## config.mk

```make
export PLATFORM = sky130hd
export DESIGN_NAME = apb_slave_mem_flat
export DESIGN_NICKNAME = d
export VERILOG_FILES = /design/src/rtl/apb_slave_mem_pkg.sv /design/src/rtl/apb_slave_mem_if.sv /design/src/rtl/apb_slave_mem_regfile.sv /design/src/rtl/apb_slave_mem.sv /design/src/flat_wrapper.sv
export SDC_FILE = /design/constraint.sdc
export NUM_CORES = 1
export LEC_CHECK = 0
export ABC_AREA = 1
export CORE_MARGIN = 2
export CORE_UTILIZATION = 40
export CTS_CLUSTER_DIAMETER = 150
export DETAILED_ROUTE_END_ITERATION = 12
export GPL_TIMING_DRIVEN = 0
export HOLD_SLACK_MARGIN = 0.02
export PLACE_DENSITY_LB_ADDON = 0.25
export SLEW_MARGIN = 10
export SYNTH_ARGS = -nofsm -noshare
export SYNTH_HDL_FRONTEND = slang
export SYNTH_SLANG_ARGS = --single-unit
```

## constraint.sdc

```tcl
create_clock -name pclk -period 6.2 [get_ports pclk]
set_clock_uncertainty 0.15 [all_clocks]
set_input_delay 1.55 -clock pclk [delete_from_list [all_inputs] [get_ports pclk]]
set_output_delay 1.55 -clock pclk [all_outputs]
set_load 0.005 [all_outputs]
```

## src/rtl/apb_slave_mem_pkg.sv

```systemverilog
// apb_pkg: shared bus widths and FSM state type for the APB slave memory
package apb_pkg;
  localparam int ADDR_W = 8;
  localparam int DATA_W = 8;
  typedef enum logic [1:0] {IDLE, SETUP, ACCESS} apb_state_t;
endpackage

```

## src/rtl/apb_slave_mem_if.sv

```systemverilog
// apb_slave_mem_if: APB bus bundle (select/enable/write/addr/wdata in; rdata/ready/slverr/proto_err out)
interface apb_slave_mem_if;
  import apb_pkg::*;
  logic              psel;
  logic              penable;
  logic              pwrite;
  logic [ADDR_W-1:0] paddr;
  logic [DATA_W-1:0] pwdata;
  logic [DATA_W-1:0] prdata;
  logic              pready;
  logic              pslverr;
  logic              proto_err;
  modport master (output psel, penable, pwrite, paddr, pwdata, input prdata, pready, pslverr, proto_err);
  modport slave (input psel, penable, pwrite, paddr, pwdata, output prdata, pready, pslverr, proto_err);
endinterface

```

## src/rtl/apb_slave_mem_regfile.sv

```systemverilog
// apb_slave_regfile: byte storage with one sync write port, one comb read port, sync clear
//   clk clock, clr_i clears every location, we_i/addr_i/wdata_i write port, rdata_o read data
module apb_slave_regfile import apb_pkg::*; #(
  parameter int DEPTH = 32
) (
  input  logic              clk,
  input  logic              clr_i,
  input  logic              we_i,
  input  logic [ADDR_W-1:0] addr_i,
  input  logic [DATA_W-1:0] wdata_i,
  output logic [DATA_W-1:0] rdata_o
);
  localparam int IW = DEPTH > 1 ? $clog2(DEPTH) : 1;
  logic [DATA_W-1:0] mem_q [DEPTH];
  always_ff @(posedge clk)
    if (clr_i) for (int i = 0; i < DEPTH; i++) mem_q[i] <= '0;
    else if (we_i) mem_q[addr_i[IW-1:0]] <= wdata_i;
  assign rdata_o = {1'b0, addr_i} < (ADDR_W+1)'(DEPTH) ? mem_q[addr_i[IW-1:0]] : '0;
endmodule

```

## src/rtl/apb_slave_mem.sv

```systemverilog
// apb_slave_mem: APB slave with DEPTH-byte memory, WAIT_CYCLES wait states and sticky protocol-error flag
//   pclk clock, preset sync active-high reset, bus APB slave modport
module apb_slave_mem import apb_pkg::*; #(
  parameter int DEPTH       = 32,
  parameter int WAIT_CYCLES = 1
) (
  input logic            pclk,
  input logic            preset,
  apb_slave_mem_if.slave bus
);
  localparam int CW = $clog2(WAIT_CYCLES + 2);
  if (DEPTH > 2**ADDR_W || DEPTH < 1) begin : g_bad_depth
    $error("apb_slave_mem: DEPTH must be within 1..256");
  end
  apb_state_t        state_q, state_d;
  logic [CW-1:0]     cnt_q, cnt_d;
  logic [ADDR_W-1:0] addr_q;
  logic [DATA_W-1:0] wdata_q, rdata;
  logic              write_q, perr_q;
  logic              pready, in_range, abort, viol, we;
  always_comb begin
    in_range = {1'b0, addr_q} < (ADDR_W+1)'(DEPTH);
    pready   = state_q == ACCESS && cnt_q == CW'(WAIT_CYCLES);
    // master dropped psel/penable before the slave finished: abandon the transfer
    abort    = state_q == ACCESS && !pready && (!bus.psel || !bus.penable);
    viol     = ((state_q == IDLE || state_q == SETUP) && bus.penable) || abort;
    we       = pready && write_q && in_range;
    state_d  = state_q == IDLE  ? (bus.psel && !bus.penable ? SETUP : IDLE) :
               state_q == SETUP ? ACCESS :
               abort            ? IDLE :
               !pready          ? ACCESS :
               bus.psel && !bus.penable ? SETUP : IDLE;
    cnt_d    = state_q == SETUP ? '0 : state_q == ACCESS && !pready ? cnt_q + 1'b1 : cnt_q;
  end
  always_ff @(posedge pclk)
    if (preset) begin
      state_q <= IDLE;
      cnt_q   <= '0;
      addr_q  <= '0;
      write_q <= 1'b0;
      wdata_q <= '0;
      perr_q  <= 1'b0;
    end else begin
      state_q <= state_d;
      cnt_q   <= cnt_d;
      perr_q  <= perr_q | viol;
      if (state_q == SETUP) begin
        addr_q  <= bus.paddr;
        write_q <= bus.pwrite;
        wdata_q <= bus.pwdata;
      end
    end
  apb_slave_regfile #(.DEPTH(DEPTH)) u_regfile (
    .clk     (pclk),
    .clr_i   (preset),
    .we_i    (we),
    .addr_i  (addr_q),
    .wdata_i (wdata_q),
    .rdata_o (rdata)
  );
  assign bus.pready    = pready;
  assign bus.pslverr   = pready && !in_range;
  assign bus.prdata    = pready && !write_q && in_range ? rdata : '0;
  assign bus.proto_err = perr_q;
endmodule

```

## src/flat_wrapper.sv

```systemverilog
// flat-port wrapper written by rule: the top's interface ports become plain ports
module apb_slave_mem_flat import apb_pkg::*;
#(
  parameter int DEPTH       = 32,
  parameter int WAIT_CYCLES = 1
)
  (pclk, preset, bus_psel, bus_penable, bus_pwrite, bus_paddr, bus_pwdata, bus_prdata, bus_pready, bus_pslverr, bus_proto_err);
  apb_slave_mem_if bus_i ();
  input logic pclk;
  input logic preset;
  input wire logic [$bits(bus_i.psel)-1:0] bus_psel;
  input wire logic [$bits(bus_i.penable)-1:0] bus_penable;
  input wire logic [$bits(bus_i.pwrite)-1:0] bus_pwrite;
  input wire logic [$bits(bus_i.paddr)-1:0] bus_paddr;
  input wire logic [$bits(bus_i.pwdata)-1:0] bus_pwdata;
  output wire logic [$bits(bus_i.prdata)-1:0] bus_prdata;
  output wire logic [$bits(bus_i.pready)-1:0] bus_pready;
  output wire logic [$bits(bus_i.pslverr)-1:0] bus_pslverr;
  output wire logic [$bits(bus_i.proto_err)-1:0] bus_proto_err;
  assign bus_i.psel = bus_psel;
  assign bus_i.penable = bus_penable;
  assign bus_i.pwrite = bus_pwrite;
  assign bus_i.paddr = bus_paddr;
  assign bus_i.pwdata = bus_pwdata;
  assign bus_prdata = bus_i.prdata;
  assign bus_pready = bus_i.pready;
  assign bus_pslverr = bus_i.pslverr;
  assign bus_proto_err = bus_i.proto_err;
  apb_slave_mem #(.DEPTH(DEPTH), .WAIT_CYCLES(WAIT_CYCLES)) u_core (.pclk(pclk), .preset(preset), .bus(bus_i));
endmodule
```

==> impl_metrics.env, run 1 <==
export IMPL_holdCritStartpoint="u_core.addr_q[5]"
export IMPL_hold_path_class="register to register"
export IMPL_cts_root_buf="clkbuf_16"
export IMPL_clkPwrFrac=0.405
export IMPL_yosysMostFrequentCell="nand2_1"
export IMPL_vias=10980
export IMPL_worst_path_largest_cell_delay_ns=0.58
export IMPL_p_leak_uw=0.005319
export IMPL_clock_sinks=283
export IMPL_postCtsHoldBufs=0
export IMPL_post_cts_buffers=0
export IMPL_ys_seq_area_frac=0.6069
export IMPL_drt_iter0_markers=1238
export IMPL_place_area_sq_mm=0.01443
export IMPL_crit_top_cell="nand2_1"
export IMPL_route_detailed_drc=0
export IMPL_layout_nets=1457
export IMPL_seq_area_sq_mm=0.008228
export IMPL_status="completed"
export IMPL_place_hpwl_um=31690
export IMPL_synth_edf_count=256
export IMPL_grt_pass1_vias=10780
export IMPL_grt_usage=0.2550
export IMPL_drtAntennaViolNets=0
export IMPL_row_count=67
export IMPL_min_period_over_period=0.8490
export IMPL_wl_um=44890
export IMPL_cp_buffers_inverters=3
export IMPL_yosys_top_cells_area="edfxtp_1, nand2_1, nor3_1, nand3_1, dfxtp_1"
export IMPL_netlist_cell_type_count=27
export IMPL_yosys_area_top_type_share=0.5671
export IMPL_area_delta_synth_final_pct=13.42
export IMPL_setup_viol=0
export IMPL_tightestPinTransition_ns=1.242
export IMPL_postSynthAreaPerCell_sq_um=9.881
export IMPL_grt_overflow=0
export IMPL_yosys_area_top_type="edfxtp_1"
export IMPL_drt_wirelength_per_cell_um=23.54
export IMPL_path_max_fanout=10
export IMPL_clkLatencyLatePin_ns=0.56
export IMPL_pre_cts_slack_ns=1.610
export IMPL_total_power_uw=4326
export IMPL_grtUsageMet1=0.3403
export IMPL_whs_endpoint="u_core.addr_q[5]"
export IMPL_switching_share=0.2522
export IMPL_drive_gt1_frac=0.1097
export IMPL_yosys_warnings=0
export IMPL_busiest_layer="met2"
export IMPL_reg2reg_to="u_core.u_regfile.mem_q[30][0]"
export IMPL_use_met2=0.4144
export IMPL_final_cell_area_sq_mm=0.01538
export IMPL_crit_chain="buf_2, buf_1, nand2_1, nand3_1, nand3_1, nand2_1, nand2_1, nand3_1, nand2_1, nor2_1, clkdlybuf4s50_1"
export IMPL_hold_viol=0
export IMPL_ys_ff_latch=283
export IMPL_crit_type="register to output pin"
export IMPL_avgViaCountPerCell=5.760
export IMPL_cts_resized=0
export IMPL_h_tree_depth=1
export IMPL_pin_count=32
export IMPL_synth_nets=1394
export IMPL_hold_depth=2
export IMPL_cp_start_kind="register"
export IMPL_clk_path_buf_depth=3
export IMPL_sequentialPowerShare=0.500
export IMPL_dr_pass1_iters=5
export IMPL_place_congestion=0.9405
export IMPL_clk_pin_slew_ns=0.06
export IMPL_combPwrFrac=0.095
export IMPL_critical_path_arrival_ns=3.56
export IMPL_worstSetupEndpointType="output pin"
export IMPL_nFillCells=3219
export IMPL_io_buffers=31
export IMPL_hold_ws_ns=0.3080
export IMPL_grt_pass1_wl_um=67060
export IMPL_die_area_sq_mm=0.03538
export IMPL_irDropWorstVdd_v=0.0002328
export IMPL_tns_ns=0
export IMPL_max_slew_margin=0.1630
export IMPL_grtUsageMet3=0.04679
export IMPL_synth_async_reset_ratio=0
export IMPL_antenna_found_initial=0
export IMPL_cts_made_buffers=30
export IMPL_powerDensity_mw_per_mm2=281.4
export IMPL_finalWorstSetupSlack_ns=0.9363
export IMPL_core_sq_mm=0.03345
export IMPL_syn_inst=1372
export IMPL_slew_violations=0
export IMPL_rsz0062_at_grt="false"
export IMPL_die_h_um=188.1
export IMPL_cp_top_family="buffers and inverters"
export IMPL_synth_commonest_cells="nand2_1, edfxtp_1, nor3_1"
export IMPL_slowest_stage="buf_1"
export IMPL_ys_flop_type="edfxtp_1"
export IMPL_r2r_setup_slack_ns=3.33
export IMPL_antennaDiodeCount=0
export IMPL_die_w_um=188.1
export IMPL_r2r_start="u_core.addr_q[1]"
export IMPL_grt_max_degree=15
export IMPL_timing_fmax_mhz=190.0
export IMPL_reg2reg_depth=3
export IMPL_required_ns=4.50
export IMPL_cap_violations=0
export IMPL_p_int_uw=3235
export IMPL_syn_area_sq_mm=0.01356
export IMPL_power_switching_uw=1091
export IMPL_multi_input_area_sq_mm=0.004503
export IMPL_start_util=0.4053
export IMPL_cts_tree="built"
export IMPL_period_needed_ns=5.264
## stage by stage
step           cells  utilization
5_1_grt         1907       0.4597
6_report        1907       0.4597
3_5_place_dp    1851       0.4313
2_1_floorplan   1372            -
3_3_place_gp    1851       0.4313
4_1_cts         1907       0.4595
## tightest hold or removal path: stages, from the launching register on
cell and delay, ns:
dfxtp_1 0.30, inv_1 0.06, a21oi_1 0.06
## flip-flops by register name, summed over array words and instances (netlist names), named ones only
signal                  flops
u_core.u_regfile.mem_q    256
u_core.addr_q               8
u_core.wdata_q              8
u_core.cnt_q                2
u_core.state_q              2
u_core.bus.proto_err        1
u_core.write_q              1
## how the worst max path moves through the flow
stage / slack (ns) / end / depth (start not counted)
final: 0.94 / bus_prdata[3] / 11
after global routing: 0.87 / bus_prdata[3] / 11
after floorplan: 2.84 / u_core.u_regfile.mem_q[10][0] / 5
after global placement: 1.63 / u_core.u_regfile.mem_q[5][1] / 6
after detailed placement: 1.61 / bus_prdata[1] / 11
after CTS: 1.02 / bus_prdata[1] / 11
## power by group through the flow
stage	Combinational [uW]	Sequential, uW	Clock, uW
after detailed placement	398	2200	0
after CTS	400	2160	1750
after global placement	394	2200	0
final	412	2160	1750
after floorplan	231	2190	0
after global routing	438	2170	1830
## layout make-up
type,count,share of cell area
Buffer,135,0.04720
Tap cell,448,0.03646
Multi-Input combinational cell,926,0.2929
Timing Repair Buffer,31,0.02018
Inverter,28,0.006835
Sequential cell,283,0.5351
Clock buffer,47,0.05704
Clock inverter,9,0.004313
## cells by family after synthesis
family / Yosys count / share of synthesized area
simple gates: 832 / 0.2958
flops: 283 / 0.6069
buf+inv: 163 / 0.06128
compound gates: 92 / 0.03443
fa+ha+maj: 1 / 0.0009228
xor+xnor: 1 / 0.0006462
## placed cells by master, fill, tap and decap left out, types with 2 or more instances in the layout
master           netlist  layout
clkdlybuf4s50_1        0      31
a21oi_1               16      16
buf_4                  2       2
clkbuf_4               0       2
buf_6                 24      24
clkbuf_2               0       3
clkbuf_16              0      31
nand2_4                8       8
dfxtp_1               27      27
nor3_2                47      48
o21ai_0               70      54
o21ai_1                4      20
inv_2                  4       4
nand2_1              319     319
inv_1                 23      23
edfxtp_1             256     256
clkinv_1               1       4
buf_1                  8       8
nand3_1              168     168
nor2_1                74      74
nor3_1               211     210
buf_2                 25      25
nor2_8                 2       2
clkbuf_8               0       3
clkinv_2               0       5
clkbuf_1              76      84
## routing by layer
metal / up-vias / part of all wire
met1: 5359 / 0.40
met2: 599 / 0.46
met3: 102 / 0.10
li1: 4924 / -
met4: 0 / 0.037
met5: - / 0
No activity file was read; power rests on OpenSTA's default activity.
==> run 2: changes to the inputs <==
==> constraint.sdc (replaced) <==
create_clock -name pclk -period 5.4 [get_ports pclk]
set_clock_uncertainty 0.15 [all_clocks]
set_input_delay 1.35 -clock pclk [delete_from_list [all_inputs] [get_ports pclk]]
set_output_delay 1.35 -clock pclk [all_outputs]
set_load 0.005 [all_outputs]
==> results of run 2 <==
Same layout as run 1 (identical final DEF). Status: completed.
Main changes from that run: setup slack after placement 1.610 ns -> 1.010 ns; setup slack after layout 0.9363 ns -> 0.3363 ns; register-to-register setup slack 3.33 ns -> 2.53 ns; total power 4326 uW -> 4967 uW; worst IR drop on VDD 0.0002328 V -> 0.0002672 V
